$ cat src/rtl/denise_bpl_serializer.sv
// Denise bitplane serializer: captures BPLxDAT words, applies the BPLCON1
// odd/even scroll delay, and shifts one bit per plane per pixel slot.
// The registered per-pixel plane vector feeds playfield priority and the
// colour table.
module denise_bpl_serializer (
    input  logic        clk,
    input  logic        reset,
    input  logic        clk7_en,
    input  logic [8:1]  reg_address_in,
    input  logic [15:0] data_in,
    input  logic        hires,
    input  logic        shres,
    input  logic [2:0]  bpu,
    input  logic        line_start,
    output logic [5:0]  select
);

    localparam logic [8:0] BPL1DAT = 9'h110;
    localparam logic [8:0] BPLCON1 = 9'h102;

    logic [15:0] holding [6];
    logic [15:0] shifter [6];
    logic [7:0]  scroll;
    logic [1:0]  phase;
    logic [3:0]  dly_odd;
    logic [3:0]  dly_even;
    logic        pend_odd;
    logic        pend_even;

    logic [5:0]  wr_dat;
    logic        wr_con1;
    logic        lores_slot;
    logic        pix_slot;
    logic        load_odd;
    logic        load_even;
    logic [5:0]  group_load;
    logic [2:0]  bpu_eff;
    logic [5:0]  select_next;

    // Register write decode; planes 1..6 sit at consecutive word addresses.
    always_comb begin
        wr_con1 = clk7_en && (reg_address_in == BPLCON1[8:1]);
        wr_dat  = 6'd0;
        for (int n = 0; n < 6; n++) begin
            wr_dat[n] = clk7_en && (reg_address_in == (BPL1DAT[8:1] + 8'(n)));
        end
    end

    // Pixel slot timing and group load decision. A BPL1DAT write or
    // line_start in the same clk suppresses any load that would fire.
    always_comb begin
        lores_slot = (phase == 2'd3);
        pix_slot   = shres | (hires ? phase[0] : lores_slot);
        load_odd   = lores_slot && pend_odd  && (dly_odd  == 4'd0) && !wr_dat[0] && !line_start;
        load_even  = lores_slot && pend_even && (dly_even == 4'd0) && !wr_dat[0] && !line_start;
        group_load = 6'd0;
        for (int n = 0; n < 6; n++) begin
            group_load[n] = (n % 2 == 0) ? load_odd : load_even;
        end
    end

    // Plane enable mask; bpu=7 behaves like 6.
    always_comb begin
        bpu_eff     = (bpu == 3'd7) ? 3'd6 : bpu;
        select_next = 6'd0;
        for (int n = 0; n < 6; n++) begin
            select_next[n] = shifter[n][15] & (3'(n) < bpu_eff);
        end
    end

    // Holding registers and scroll register; retained across line_start.
    always_ff @(posedge clk or posedge reset) begin
        if (reset) begin
            for (int n = 0; n < 6; n++) begin
                holding[n] <= 16'd0;
            end
            scroll <= 8'd0;
        end else begin
            for (int n = 0; n < 6; n++) begin
                if (wr_dat[n]) begin
                    holding[n] <= data_in;
                end
            end
            if (wr_con1) begin
                scroll <= data_in[7:0];
            end
        end
    end

    // Pixel phase counter, realigned at the start of each line.
    always_ff @(posedge clk or posedge reset) begin
        if (reset) begin
            phase <= 2'd0;
        end else if (line_start) begin
            phase <= 2'd0;
        end else begin
            phase <= phase + 2'd1;
        end
    end

    // Scroll delay counters. A BPL1DAT write restarts both groups from the
    // pre-write scroll value and wins over a simultaneous line_start.
    always_ff @(posedge clk or posedge reset) begin
        if (reset) begin
            pend_odd  <= 1'b0;
            pend_even <= 1'b0;
            dly_odd   <= 4'd0;
            dly_even  <= 4'd0;
        end else if (wr_dat[0]) begin
            pend_odd  <= 1'b1;
            pend_even <= 1'b1;
            dly_odd   <= scroll[3:0];
            dly_even  <= scroll[7:4];
        end else if (line_start) begin
            pend_odd  <= 1'b0;
            pend_even <= 1'b0;
            dly_odd   <= 4'd0;
            dly_even  <= 4'd0;
        end else if (lores_slot) begin
            if (pend_odd) begin
                if (dly_odd == 4'd0) begin
                    pend_odd <= 1'b0;
                end else begin
                    dly_odd <= dly_odd - 4'd1;
                end
            end
            if (pend_even) begin
                if (dly_even == 4'd0) begin
                    pend_even <= 1'b0;
                end else begin
                    dly_even <= dly_even - 4'd1;
                end
            end
        end
    end

    // Plane shifters: load beats shift so the loaded MSB is presented first.
    always_ff @(posedge clk or posedge reset) begin
        if (reset) begin
            for (int n = 0; n < 6; n++) begin
                shifter[n] <= 16'd0;
            end
        end else begin
            for (int n = 0; n < 6; n++) begin
                if (line_start) begin
                    shifter[n] <= 16'd0;
                end else if (group_load[n]) begin
                    shifter[n] <= holding[n];
                end else if (pix_slot) begin
                    shifter[n] <= {shifter[n][14:0], 1'b0};
                end
            end
        end
    end

    // Registered plane vector output.
    always_ff @(posedge clk or posedge reset) begin
        if (reset) begin
            select <= 6'd0;
        end else begin
            select <= select_next;
        end
    end

endmodule

$ cat config.mk
export PLATFORM = sky130hd
export DESIGN_NAME = denise_bpl_serializer
export DESIGN_NICKNAME = d
export VERILOG_FILES = /design/src/rtl/denise_bpl_serializer.sv
export SDC_FILE = /design/constraint.sdc
export NUM_CORES = 1
export LEC_CHECK = 0
export ABC_AREA = 1
export BUFFER_PORTS_ARGS = -buffer_cell sky130_fd_sc_hd__buf_2
export CAP_MARGIN = 10
export CORE_MARGIN = 5
export CORE_UTILIZATION = 45
export DETAILED_ROUTE_END_ITERATION = 7
export GPL_TIMING_DRIVEN = 0
export PLACE_DENSITY = 0.67
export SYNTH_ARGS = -nofsm -noshare
export SYNTH_HDL_FRONTEND = slang
export SYNTH_SLANG_ARGS = --single-unit
$ cat constraint.sdc
create_clock -name clk -period 9.8 [get_ports clk]
set_clock_uncertainty 0.05 [all_clocks]
set_input_delay 1.96 -clock clk [delete_from_list [all_inputs] [get_ports clk]]
set_output_delay 1.96 -clock clk [all_outputs]
set_load 0.01 [all_outputs]
==> impl_results.rst, run 1 <==
.. list-table::
   :header-rows: 1

   * - Metric
     - Value
   * - Outcome
     - complete, no violations
   * - Grt ovf
     - 0
   * - Crit path time final
     - 3.36 ns
   * - Number of antenna diodes
     - 0
   * - Met3 GRT Util
     - 4.35%
   * - Count of filler cells inserted in the layout
     - 2060
   * - Max-Cap Viols
     - 0
   * - Synthesized instance count
     - 1216
   * - Starting utilization of the core area
     - 45.4%
   * - Max rail drop VDD
     - 112 uV
   * - Grt peak-use layer
     - met2
   * - Root buffer cell
     - sky130_fd_sc_hd__clkbuf_16
   * - Standard-cell row count
     - 54
   * - Clock latency on the worst-skew pair
     - 0.51 ns
   * - Number of sinks handled by clock tree synthesis
     - 218
   * - Synthesis warning total
     - 0
   * - Number of flops mapped to enable cells by yosys
     - 0
   * - Arrival time reported for the critical path endpoint
     - 3.70 ns
   * - Final RePlAce weighted congestion
     - 0.859
   * - Count of unique library cells instantiated by Yosys
     - 30
   * - Synth Register Bits
     - 218
   * - Sequential share of the synthesized area
     - 55.5%
   * - Met1 GRT Util
     - 31.7%
   * - Synth Flop Type
     - sky130_fd_sc_hd__dfrtp_1
   * - I/O pin count
     - 39
   * - Hold-fix buffers, CTS
     - 0
   * - Clk pin slew, worst setup/hold paths
     - 0.06 ns
   * - Met2 track demand over resource
     - 33.1%
   * - Worst slew margin relative to its limit
     - 40.0%
   * - Detail Route Antenna Nets
     - 0
   * - Post-CTS Setup Repair Bufs
     - 0
   * - Static leakage
     - 6.00 nW
   * - Vias per std cell
     - 5.27
   * - Number of global-route vias before repair
     - 7907
   * - Share of the core filled with cells
     - 51.4%
   * - Slew at the pin closest to its max-slew limit
     - 0.899 ns
   * - Number of vias after detailed routing
     - 8313
   * - Largest fanout of any net on the critical path
     - 10
   * - Net Count, Synth
     - 1254
   * - HPWL reported at the end of detailed placement
     - 17.2 mm
   * - Reg2reg start
     - phase[0]
   * - Number of CTS-inserted buffers
     - 23
   * - Slew Viols, Final
     - 0
   * - # H-tree levels
     - 1
   * - FMAX
     - 0.298 GHz
   * - Global-route total usage across every layer
     - 21.7%
   * - Most common cell after layout, fill and taps aside
     - sky130_fd_sc_hd__nand2_1
   * - Maximum number of pins on one net before global-route repair
     - 130
   * - Number of standard cells in the final layout excluding fillers
     - 1576
   * - Drt initial violations
     - 816
   * - Routed length per instance
     - 16.7 microns
   * - Critical path launch point type
     - input port
   * - Seq. cell area
     - 0.00546 sq mm
   * - Die Span Y
     - 158 microns
   * - Core area
     - 0.0217 sq mm
   * - Type of the most critical hold path
     - flop to flop
   * - Placed instance area
     - 0.0104 sq mm
   * - Layout Cell Area excl Fill
     - 0.0111 sq mm
   * - Synth Area per Inst
     - 8.09 sq um
   * - # placed instances
     - 1534
   * - DRC violations left
     - 0
   * - Layout overhead on the synthesized area
     - 13.3%
   * - Worst Path Class, Setup
     - input port to flop
   * - Min-delay src
     - shifter[47]
   * - Number of nets in the finished design
     - 1317
   * - Total of buffers placed on input and output ports
     - 37
   * - Setup-failing EPs final
     - 0
   * - Die ar.
     - 0.0249 sq mm
   * - Routed wire length
     - 26.3 mm
   * - Synth Cell Area
     - 0.00984 sq mm
   * - Worst EP required
     - 10.14 ns
   * - Die W
     - 158 microns
   * - Commonest cells after routing, fill and taps aside
     - sky130_fd_sc_hd__nand2_1 (619), sky130_fd_sc_hd__dfrtp_1 (218), sky130_fd_sc_hd__o21ai_0 (114)
   * - Post-route clock period utilization
     - 34.3%
   * - Pre-Repair DR Iteration Count
     - 7
   * - Final hold viol count
     - 0
   * - Total power
     - 1.94 mW
   * - Share of layout cells above drive strength 1
     - 9.41%
   * - Unrepaired setup endpoints after global routing
     - false
   * - CTS tree
     - built
   * - Critical path endpoint category
     - flop
   * - Multi-input combinational cell area
     - 0.00385 sq mm
   * - Power density normalized to cell area
     - 174 mW/mm^2
   * - Startpoint of the worst setup timing path
     - reg_address_in[7]
   * - Share of synthesized registers carrying an async set or reset
     - 100%
   * - Post_cts resized
     - 0
   * - Final Hold Slack
     - 0.423 ns
   * - First-pass GRT wire length
     - 42.5 mm
   * - Clock buffer depth
     - 3
   * - Antenna violations before repair
     - 1
## final timing paths
check / end / slack (ns) / cells past startpoint
worst max-delay path: dly_even[1] / 6.44 / 12
worst min-delay path: select[3] / 0.42 / 2
worst max register to register: shifter[39] / 7.51 / 8
worst min register to register: select[3] / 0.42 / 2
max in group asynchronous: shifter[82] / 7.14 / 3
min in group asynchronous: holding[0] / 1.59 / 2
## Yosys cell counts (2+ instances only)
cell type                  count  share of area, %
sky130_fd_sc_hd__a21oi_2       2              0.18
sky130_fd_sc_hd__inv_1        40               1.5
sky130_fd_sc_hd__o211ai_1      2              0.15
sky130_fd_sc_hd__xor2_1        2              0.18
sky130_fd_sc_hd__nand4_1      93               5.9
sky130_fd_sc_hd__xnor2_1       2              0.18
sky130_fd_sc_hd__nand2_1     619                24
sky130_fd_sc_hd__buf_6         4              0.46
sky130_fd_sc_hd__buf_4         5              0.38
sky130_fd_sc_hd__nand3_1      13              0.66
sky130_fd_sc_hd__clkbuf_1     33               1.3
sky130_fd_sc_hd__inv_2         2             0.076
sky130_fd_sc_hd__buf_1         6              0.23
sky130_fd_sc_hd__buf_2        29               1.5
sky130_fd_sc_hd__nor3_1        2              0.10
sky130_fd_sc_hd__dfrtp_1     218                55
sky130_fd_sc_hd__nor2_1       14              0.53
sky130_fd_sc_hd__o21ai_0     114               5.8
sky130_fd_sc_hd__ha_1          5              0.64
## logic make-up after synthesis
family                     Yosys count  synth area share, %
adders and majority gates            5                0.636
and+or+nand+nor                    748                 31.6
xor gates and xnor gates             4                0.356
buffers and inverters              119                 5.41
DFF                                218                 55.5
AOI/OAI and AO/OA                  122                 6.55
## sequential cells by signal (all words and copies together) (netlist names)
name       count
dly_even       4
dly_odd        4
holding       96
pend_even      1
pend_odd       1
phase          2
scroll         8
select         6
shifter       96
## critical path, cell delays in order
cell                      delay, ns
sky130_fd_sc_hd__buf_2         0.09
sky130_fd_sc_hd__inv_1         0.04
sky130_fd_sc_hd__nand2_1       0.09
sky130_fd_sc_hd__nor2_4        0.20
sky130_fd_sc_hd__nand3_1       0.14
sky130_fd_sc_hd__buf_4         0.22
sky130_fd_sc_hd__nand2_2       0.18
sky130_fd_sc_hd__inv_1         0.27
sky130_fd_sc_hd__nand2_1       0.27
sky130_fd_sc_hd__inv_1         0.12
sky130_fd_sc_hd__nand2_1       0.07
sky130_fd_sc_hd__nand2_1       0.05
## metrics by stage
stage	setup WS, ns	TNS (ns)
6_report	6.44	0
5_1_grt	6.29	0
4_1_cts	6.49	0
3_5_place_dp	5.98	0
3_3_place_gp	-0.719	-152.97
2_1_floorplan	1.83	0
## final cells by class
type                       count  share of cell area, %
clock inverter                 5                  0.483
tap                          280                   3.14
multi-input combinational    879                   34.5
timing repair buffer          38                   1.91
inverter                      42                   1.48
sequential                   218                   48.9
buffer                        77                   3.36
clock buffer                  37                   6.17
## report_power, final
part,internal (mW),switching [mW],leakage (nW),total [mW]
clock network,0.506,0.354,0.366,0.861
registers,0.928,0.0186,3.02,0.946
logic,0.0359,0.0930,2.62,0.129
total,1.47,0.466,6.00,1.94
## layer usage
metal  wire (microns)  share of wire [%]  vias up
met2            11600                 44      269
met1            12100                 46     3956
met4              705                2.7        0
li1                 -                  -     4037
met5                0                  0        -
met3             1880                7.2       51
No activity file was read; power rests on OpenSTA's default activity.
==> run 2: changes to the inputs <==
Settings changed: ABC_AREA 1 to 0, PLACE_DENSITY 0.67 to 0.7.
Clock period 9.8 ns to 2.9 ns, I/O delays scaled along.
==> impl_results.rst, run 2 <==
.. list-table::
   :header-rows: 1

   * - Metric
     - Value
   * - Capture instance of the worst register-to-register path
     - shifter[9]
   * - CTS tree
     - built
   * - FMAX
     - 0.380 GHz
   * - Count of unique library cells instantiated by Yosys
     - 45 (+50%)
   * - Number of CTS-inserted buffers
     - 23 (unchanged)
   * - Summed negative setup slack over all endpoints
     - 0 ns (unchanged)
   * - Outcome
     - complete, no violations
   * - Critical path launch point type
     - flop
   * - Drt initial violations
     - 504 (-38%)
   * - Antenna violations before repair
     - 1 (unchanged)
   * - Uppermost routed layer
     - met5
   * - Synth Cell Area
     - 0.00951 sq mm (-3.3%)
   * - Synth Area per Inst
     - 12.1 sq um (+49%)
   * - Net Count, Synth
     - 826 (-34%)
   * - Share of synthesized registers carrying an async set or reset
     - 100% (unchanged)
   * - Type of the most critical hold path
     - input port to asynchronous set/reset pin
   * - Final hold viol count
     - 0 (unchanged)
   * - Arrival time reported for the critical path endpoint
     - 3.00 ns (-0.70 ns)
   * - Unrepaired setup endpoints after global routing
     - false
   * - Critical Path End
     - shifter[9]
   * - Slew at the pin closest to its max-slew limit
     - 0.714 ns (-0.185 ns)
   * - Clock latency on the worst-skew pair
     - 0.51 ns (about the same)
   * - Synthesized instance count
     - 788 (-35%)
   * - DRC violations left
     - 0 (unchanged)
   * - Share of the core filled with cells
     - 52.5% (+1.1 points)
   * - Startpoint of the worst setup timing path
     - dly_even[0]
   * - Biggest registers after layout
     - holding x96, shifter x96, scroll x8
   * - Number of nets in the finished design
     - 894 (-32%)
   * - Number of sinks handled by clock tree synthesis
     - 218 (unchanged)
   * - Post-CTS Setup Repair Bufs
     - 0 (unchanged)
   * - Root buffer cell
     - sky130_fd_sc_hd__clkbuf_16
   * - Core area
     - 0.0209 sq mm (-3.7%)
   * - I/O pin count
     - 39 (unchanged)
   * - Number of global-route vias before repair
     - 6779 (-14%)
   * - Grt ovf
     - 0 (unchanged)
   * - Most frequent cell after synthesis
     - sky130_fd_sc_hd__dfrtp_1
   * - Post_cts resized
     - 1 (+1)
   * - Post-route clock period utilization
     - 90.8%
   * - Synth Register Bits
     - 218 (unchanged)
   * - Leading post-synthesis cells by cell area
     - sky130_fd_sc_hd__dfrtp_1 (57%), sky130_fd_sc_hd__mux2_2 (11%), sky130_fd_sc_hd__o211a_1 (4.8%), sky130_fd_sc_hd__a221o_1 (4.7%), sky130_fd_sc_hd__o221ai_1 (4.1%)
   * - Final RePlAce weighted congestion
     - 0.782 (-8.9%)
   * - Hold-fix buffers, CTS
     - 0 (unchanged)
   * - Total length of routed met3 wires
     - 916 microns (-51%)
   * - Routed length per instance
     - 20.0 microns (+20%)
   * - Setup slack at placement
     - -0.122 ns (-6.10 ns)
   * - Final Hold Slack
     - 0.140 ns (-0.283 ns)
   * - Worst Slack Setup Final
     - 0.266 ns (-6.18 ns)
   * - Top cells by instance count after synthesis
     - sky130_fd_sc_hd__dfrtp_1 (218), sky130_fd_sc_hd__nand2_1 (102), sky130_fd_sc_hd__mux2_2 (89)
   * - Sequential share of the synthesized area
     - 57.4% (+1.9 points)
   * - Max-Cap Viols
     - 0 (unchanged)
   * - Synthesis warning total
     - 0 (unchanged)
   * - Critical path's top delay family
     - simple AND/OR/NAND/NOR gates
   * - Worst EP required
     - 3.26 ns (-6.88 ns)
   * - Critical path endpoint category
     - flop
   * - Number of flops mapped to enable cells by yosys
     - 0 (unchanged)
   * - Routed wire length
     - 22.9 mm (-13%)
   * - Pre-Repair DR Iteration Count
     - 5 (-2)
   * - HPWL reported at the end of detailed placement
     - 15.0 mm (-13%)
   * - Starting utilization of the core area
     - 45.5% (+0.18 points)
   * - Largest fanout of any net on the critical path
     - 10 (unchanged)
   * - Depth of the worst register-to-register path
     - 8 (unchanged)
   * - Setup-failing EPs final
     - 0 (unchanged)
   * - Share of layout cells above drive strength 1
     - 23.8% (+14 points)
   * - Static leakage
     - 5.46 nW (-8.9%)
   * - Number of vias after detailed routing
     - 6564 (-21%)
   * - Delay of the slowest critical-path stage
     - 0.43 ns (+0.16 ns)
   * - Layout overhead on the synthesized area
     - 15.3%
   * - Max rail drop VDD
     - 345 uV (+210%)
   * - Clock buffer depth
     - 3 (unchanged)
   * - Combined buffer and inverter count along the critical path
     - 3 (-2)
   * - Most common cell after layout, fill and taps aside
     - sky130_fd_sc_hd__dfrtp_1
   * - Commonest cells after routing, fill and taps aside
     - sky130_fd_sc_hd__dfrtp_1 (218), sky130_fd_sc_hd__nand2_1 (102), sky130_fd_sc_hd__mux2_2 (89)
   * - Routed wl met2
     - 11.0 mm (-4.8%)
   * - Power density normalized to cell area
     - 596 mW/mm^2 (+240%)
   * - Total of buffers placed on input and output ports
     - 37 (unchanged)
   * - Vias per std cell
     - 5.73 (+8.6%)
   * - Die ar.
     - 0.0241 sq mm (-3.1%)
   * - Die Span Y
     - 155 microns (-1.6%)
   * - Series of cell instances along the critical path
     - inv_1 -> ha_1 -> or3b_1 -> nor3_2 -> buf_2 -> clkbuf_1 -> nand3_1 -> o221ai_1
   * - Die W
     - 155 microns (-1.6%)
   * - Library cell contributing the largest single delay on the critical path
     - sky130_fd_sc_hd__or3b_1
   * - Global-route total usage across every layer
     - 19.6% (-2.1 points)
   * - Maximum number of pins on one net before global-route repair
     - 42 (-68%)
   * - Met1 routed wirelength after detailed routing
     - 10.3 mm (-14%)
   * - Clk pin slew, worst setup/hold paths
     - 0.06 ns (about the same)
   * - Yosys top cell area share
     - 57.4% (+1.9 points)
   * - Worst slew margin relative to its limit
     - 52.3% (+12 points)
   * - Leading area contributor after synthesis
     - sky130_fd_sc_hd__dfrtp_1
   * - Worst Path Class, Setup
     - flop to flop
   * - Reg2reg start
     - dly_even[0]
   * - Detail Route Antenna Nets
     - 0 (unchanged)
   * - Synth Flop Type
     - sky130_fd_sc_hd__dfrtp_1
   * - # H-tree levels
     - 1 (unchanged)
   * - First-pass GRT wire length
     - 37.9 mm (-11%)
   * - Crit path time final
     - 2.63 ns
   * - Slew Viols, Final
     - 0 (unchanged)
   * - Standard-cell row count
     - 53 (-1.9%)
   * - Path length in cells of the critical path
     - 8 (-4)
   * - Number of antenna diodes
     - 0 (unchanged)
   * - Setup slack, reg-to-reg
     - 0.27 ns (-7.24 ns)
-- run 2: how the worst min path moves through the flow --
stage | from | endpoint | slack, ns
2_1_floorplan | phase[0] | phase[0] | 0.37
3_3_place_gp | phase[0] | phase[0] | 0.39
3_5_place_dp | phase[0] | phase[0] | 0.39
4_1_cts | reset | shifter[15] | 0.15
5_1_grt | reset | shifter[57] | 0.18
6_report | reset | shifter[57] | 0.14
-- run 2: cell type report --
class                   count  area (sq um)
inverters                  56           214
multi-input cells         453          3540
fillers                  1796          9930
clock buffers              32           669
well taps                 275           344
clock inverters             8           115
plain buffers              61           318
flip-flops and latches    218          5460
repair buffers             43           305
-- run 2: cell families (layout without fill, tap and decap cells) --
logic type	after synthesis	after routing	synth area share (%)
buf+inv	117	200	5.55
fa+ha+maj	5	5	0.658
compound gates	158	158	15.6
xor+xnor	6	6	0.553
simple gates	190	190	9.17
mux	94	94	11.1
flops	218	218	57.4
-- run 2: power breakdown --
part           leakage, nW  internal, mW  switching, mW
clock                0.392          1.87           1.17
sequential            3.02          3.11         0.0370
combinational         2.05         0.113          0.227
total                 5.46          5.10           1.44
-- run 2: metrics by stage --
| step | cell area (sq um) | power (mW) | cells |
|---|---|---|---|
| 2_1_floorplan | 9510 | 3.39 | 788 |
| 3_3_place_gp | 10000 | 3.52 | 1100 |
| 3_5_place_dp | 10200 | 3.55 | 1106 |
| 4_1_cts | 11000 | 6.58 | 1146 |
| 5_1_grt | 11000 | 6.76 | 1146 |
| 6_report | 11000 | 6.53 | 1146 |
-- run 2: routing by layer --
metal | vias up | GRT usage [%]
met5 | - | 0
met4 | 2 | 5.59
met3 | 43 | 2.87
met2 | 141 | 32.5
met1 | 3367 | 27.1
li1 | 3011 | -
==> run 3: changes to the inputs <==
Settings changed: CTS_BUF_LIST set to sky130_fd_sc_hd__clkbuf_16.
==> impl_results.rst, run 3 (synthesis gave the netlist of run 2 again) <==
.. list-table::
   :header-rows: 1

   * - Metric
     - Value
   * - Number of CTS-inserted buffers
     - 23 (unchanged)
   * - Layout Cell Area excl Fill
     - 0.0109 sq mm (-0.55%)
   * - Slew Viols, Final
     - 0 (unchanged)
   * - Die W
     - 155 microns (unchanged)
   * - Total of buffers placed on input and output ports
     - 37 (unchanged)
   * - Number of global-route vias before repair
     - 6768 (-0.16%)
   * - Setup-failing EPs final
     - 0 (unchanged)
   * - Die Span Y
     - 155 microns (unchanged)
   * - Placed instance area
     - 0.0102 sq mm (unchanged)
   * - Routed length per instance
     - 20.0 microns (-0.20%)
   * - Layout overhead on the synthesized area
     - 14.6%
   * - Critical path launch point type
     - flop
   * - Number of vias after detailed routing
     - 6581 (+0.26%)
   * - Post-CTS Setup Repair Bufs
     - 0 (unchanged)
   * - Share of the core filled with cells
     - 52.2% (-0.29 points)
   * - Detail Route Antenna Nets
     - 0 (unchanged)
   * - Setup slack at placement
     - -0.122 ns (unchanged)
   * - Worst slew margin relative to its limit
     - 52.6% (+0.31 points)
   * - Final hold viol count
     - 0 (unchanged)
   * - Number of nets in the finished design
     - 894 (unchanged)
   * - Maximum number of pins on one net before global-route repair
     - 42 (unchanged)
   * - Total length of routed met3 wires
     - 913 microns (-0.33%)
   * - Power density normalized to cell area
     - 584 mW/mm^2 (-2.1%)
   * - Share of power burned in combinational logic
     - 5.3% (about the same)
   * - Hold-fix buffers, CTS
     - 0 (unchanged)
   * - Pre-Repair DR Iteration Count
     - 6 (+1)
   * - Crit path time final
     - 2.64 ns (+0.00349 ns)
   * - Number of standard cells in the final layout excluding fillers
     - 1146 (unchanged)
   * - Total power
     - 6.36 mW (-2.6%)
   * - Unrepaired setup endpoints after global routing
     - false
   * - Static leakage
     - 5.44 nW (-0.39%)
   * - Max-Cap Viols
     - 0 (unchanged)
   * - Type of the most critical hold path
     - input port to asynchronous set/reset pin
   * - CTS tree
     - built
   * - Summed negative setup slack over all endpoints
     - 0 ns (unchanged)
   * - Largest fanout of any net on the critical path
     - 10 (unchanged)
   * - Starting utilization of the core area
     - 45.5% (unchanged)
   * - Uppermost routed layer
     - met5
   * - Net Sw Frac
     - 22.6% (+0.59 points)
   * - Number of antenna diodes
     - 0 (unchanged)
   * - Part of the total power dissipated in sequential elements
     - 49.5% (+1.3 points)
   * - Worst Slack Setup Final
     - 0.263 ns (-0.00349 ns)
   * - Commonest cells after routing, fill and taps aside
     - sky130_fd_sc_hd__dfrtp_1 (218), sky130_fd_sc_hd__nand2_1 (102), sky130_fd_sc_hd__mux2_2 (89)
   * - Outcome
     - complete, no violations
   * - Standard-cell row count
     - 53 (unchanged)
   * - Clk pin slew, worst setup/hold paths
     - 0.06 ns (about the same)
   * - Critical path endpoint category
     - flop
   * - FMAX
     - 0.379 GHz (-0.13%)
   * - Slew at the pin closest to its max-slew limit
     - 0.710 ns (-0.00458 ns)
   * - Die ar.
     - 0.0241 sq mm (unchanged)
   * - Library cell contributing the largest single delay on the critical path
     - sky130_fd_sc_hd__or3b_1
   * - Drt initial violations
     - 412 (-18%)
   * - Met1 routed wirelength after detailed routing
     - 10.4 mm (+0.21%)
   * - Share of layout cells above drive strength 1
     - 23.1% (-0.69 points)
   * - Clock latency on the worst-skew pair
     - 0.50 ns (about the same)
   * - Share of power burned in the clock network
     - 45.1% (-1.5 points)
   * - Arrival time reported for the critical path endpoint
     - 2.99 ns (about the same)
   * - Final Hold Slack
     - 0.143 ns (+0.00264 ns)
   * - Series of cell instances along the critical path
     - inv_1 -> ha_1 -> or3b_1 -> nor3_2 -> buf_2 -> clkbuf_1 -> nand3_1 -> o221ai_1
   * - Root buffer cell
     - sky130_fd_sc_hd__clkbuf_16
   * - Antenna violations before repair
     - 1 (unchanged)
   * - Worst EP required
     - 3.26 ns (about the same)
   * - Worst Path Class, Setup
     - flop to flop
   * - Post-route clock period utilization
     - 90.9% (+0.12 points)
   * - First-pass GRT wire length
     - 37.9 mm (-0.22%)
   * - Number of sinks handled by clock tree synthesis
     - 218 (unchanged)
   * - Max rail drop VDD
     - 346 uV (+0.22%)
   * - # H-tree levels
     - 1 (unchanged)
   * - Internal power summed over all cells
     - 4.93 mW (-3.3%)
   * - Grt ovf
     - 0 (unchanged)
   * - Routed wl met2
     - 11.0 mm (about the same)
   * - Most common cell after layout, fill and taps aside
     - sky130_fd_sc_hd__dfrtp_1
   * - Final RePlAce weighted congestion
     - 0.782 (unchanged)
   * - # placed instances
     - 1106 (unchanged)
   * - Biggest registers after layout
     - holding x96, shifter x96, scroll x8
   * - DRC violations left
     - 0 (unchanged)
   * - Clock buffer depth
     - 3 (unchanged)
   * - Routed wire length
     - 22.9 mm (-0.20%)
   * - HPWL reported at the end of detailed placement
     - 15.0 mm (unchanged)
   * - Core area
     - 0.0209 sq mm (unchanged)
   * - P_sw
     - 1.44 mW (about the same)
   * - Global-route total usage across every layer
     - 19.6% (-0.048 points)
   * - Vias per std cell
     - 5.74 (+0.26%)
   * - Delay of the slowest critical-path stage
     - 0.43 ns (about the same)
   * - I/O pin count
     - 39 (unchanged)
## run 3: cell count changes in the layout (fill, tap and decap cells not counted)
cell,delta
sky130_fd_sc_hd__clkbuf_1,-3
sky130_fd_sc_hd__clkbuf_8,-6
sky130_fd_sc_hd__clkinv_1,+6
sky130_fd_sc_hd__inv_1,+3
## run 3: what timing repair did
item,in CTS,in global routing
pin swaps,0,0
gates resized for setup,1,1
endpoints found under the setup margin,40,40
## run 3: power groups by stage
stage / Sequential [mW] / Combinational (mW) / Clock [mW]
after global placement: 3.21 / 0.317 / 0
after floorplan: 3.20 / 0.191 / 0
after global routing: 3.16 / 0.378 / 3.04
after CTS: 3.15 / 0.346 / 2.91
final: 3.15 / 0.340 / 2.87
after detailed placement: 3.21 / 0.345 / 0
## run 3: worst max-delay path: cells and delay by family (launching register included)
| family | cells | cell delay (ns) |
|---|---|---|
| compound gates | 1 | 0.10 |
| fa+ha+maj | 1 | 0.16 |
| buf+inv | 3 | 0.87 |
| flops | 1 | 0.37 |
| simple gates | 3 | 0.98 |
## run 3: worst paths after layout
path / startpoint / endpoint / slack, ns / depth (start not counted)
max: dly_even[0] / shifter[9] / 0.26 / 8
max in group asynchronous: reset / shifter[19] / 1.60 / 5
max reg2reg: dly_even[0] / shifter[9] / 0.26 / 8
min in group clk: bpu[2] / select[1] / 0.30 / 2
min: reset / holding[78] / 0.14 / 2
min reg2reg: phase[0] / phase[0] / 0.40 / 1
## run 3: routing by layer
| metal | GRT usage [%] | up-vias |
|---|---|---|
| li1 | - | 3011 |
| met1 | 27.0 | 3382 |
| met2 | 32.5 | 148 |
| met3 | 2.84 | 38 |
| met4 | 5.59 | 2 |
| met5 | 0 | - |
## run 3: layout make-up
class / instances / area (sq um)
well taps: 275 / 344
clock inverters: 17 / 149
inverters: 56 / 214
fillers: 1811 / 9990
plain buffers: 61 / 318
flip-flops and latches: 218 / 5460
clock buffers: 23 / 576
repair buffers: 43 / 305
multi-input cells: 453 / 3540
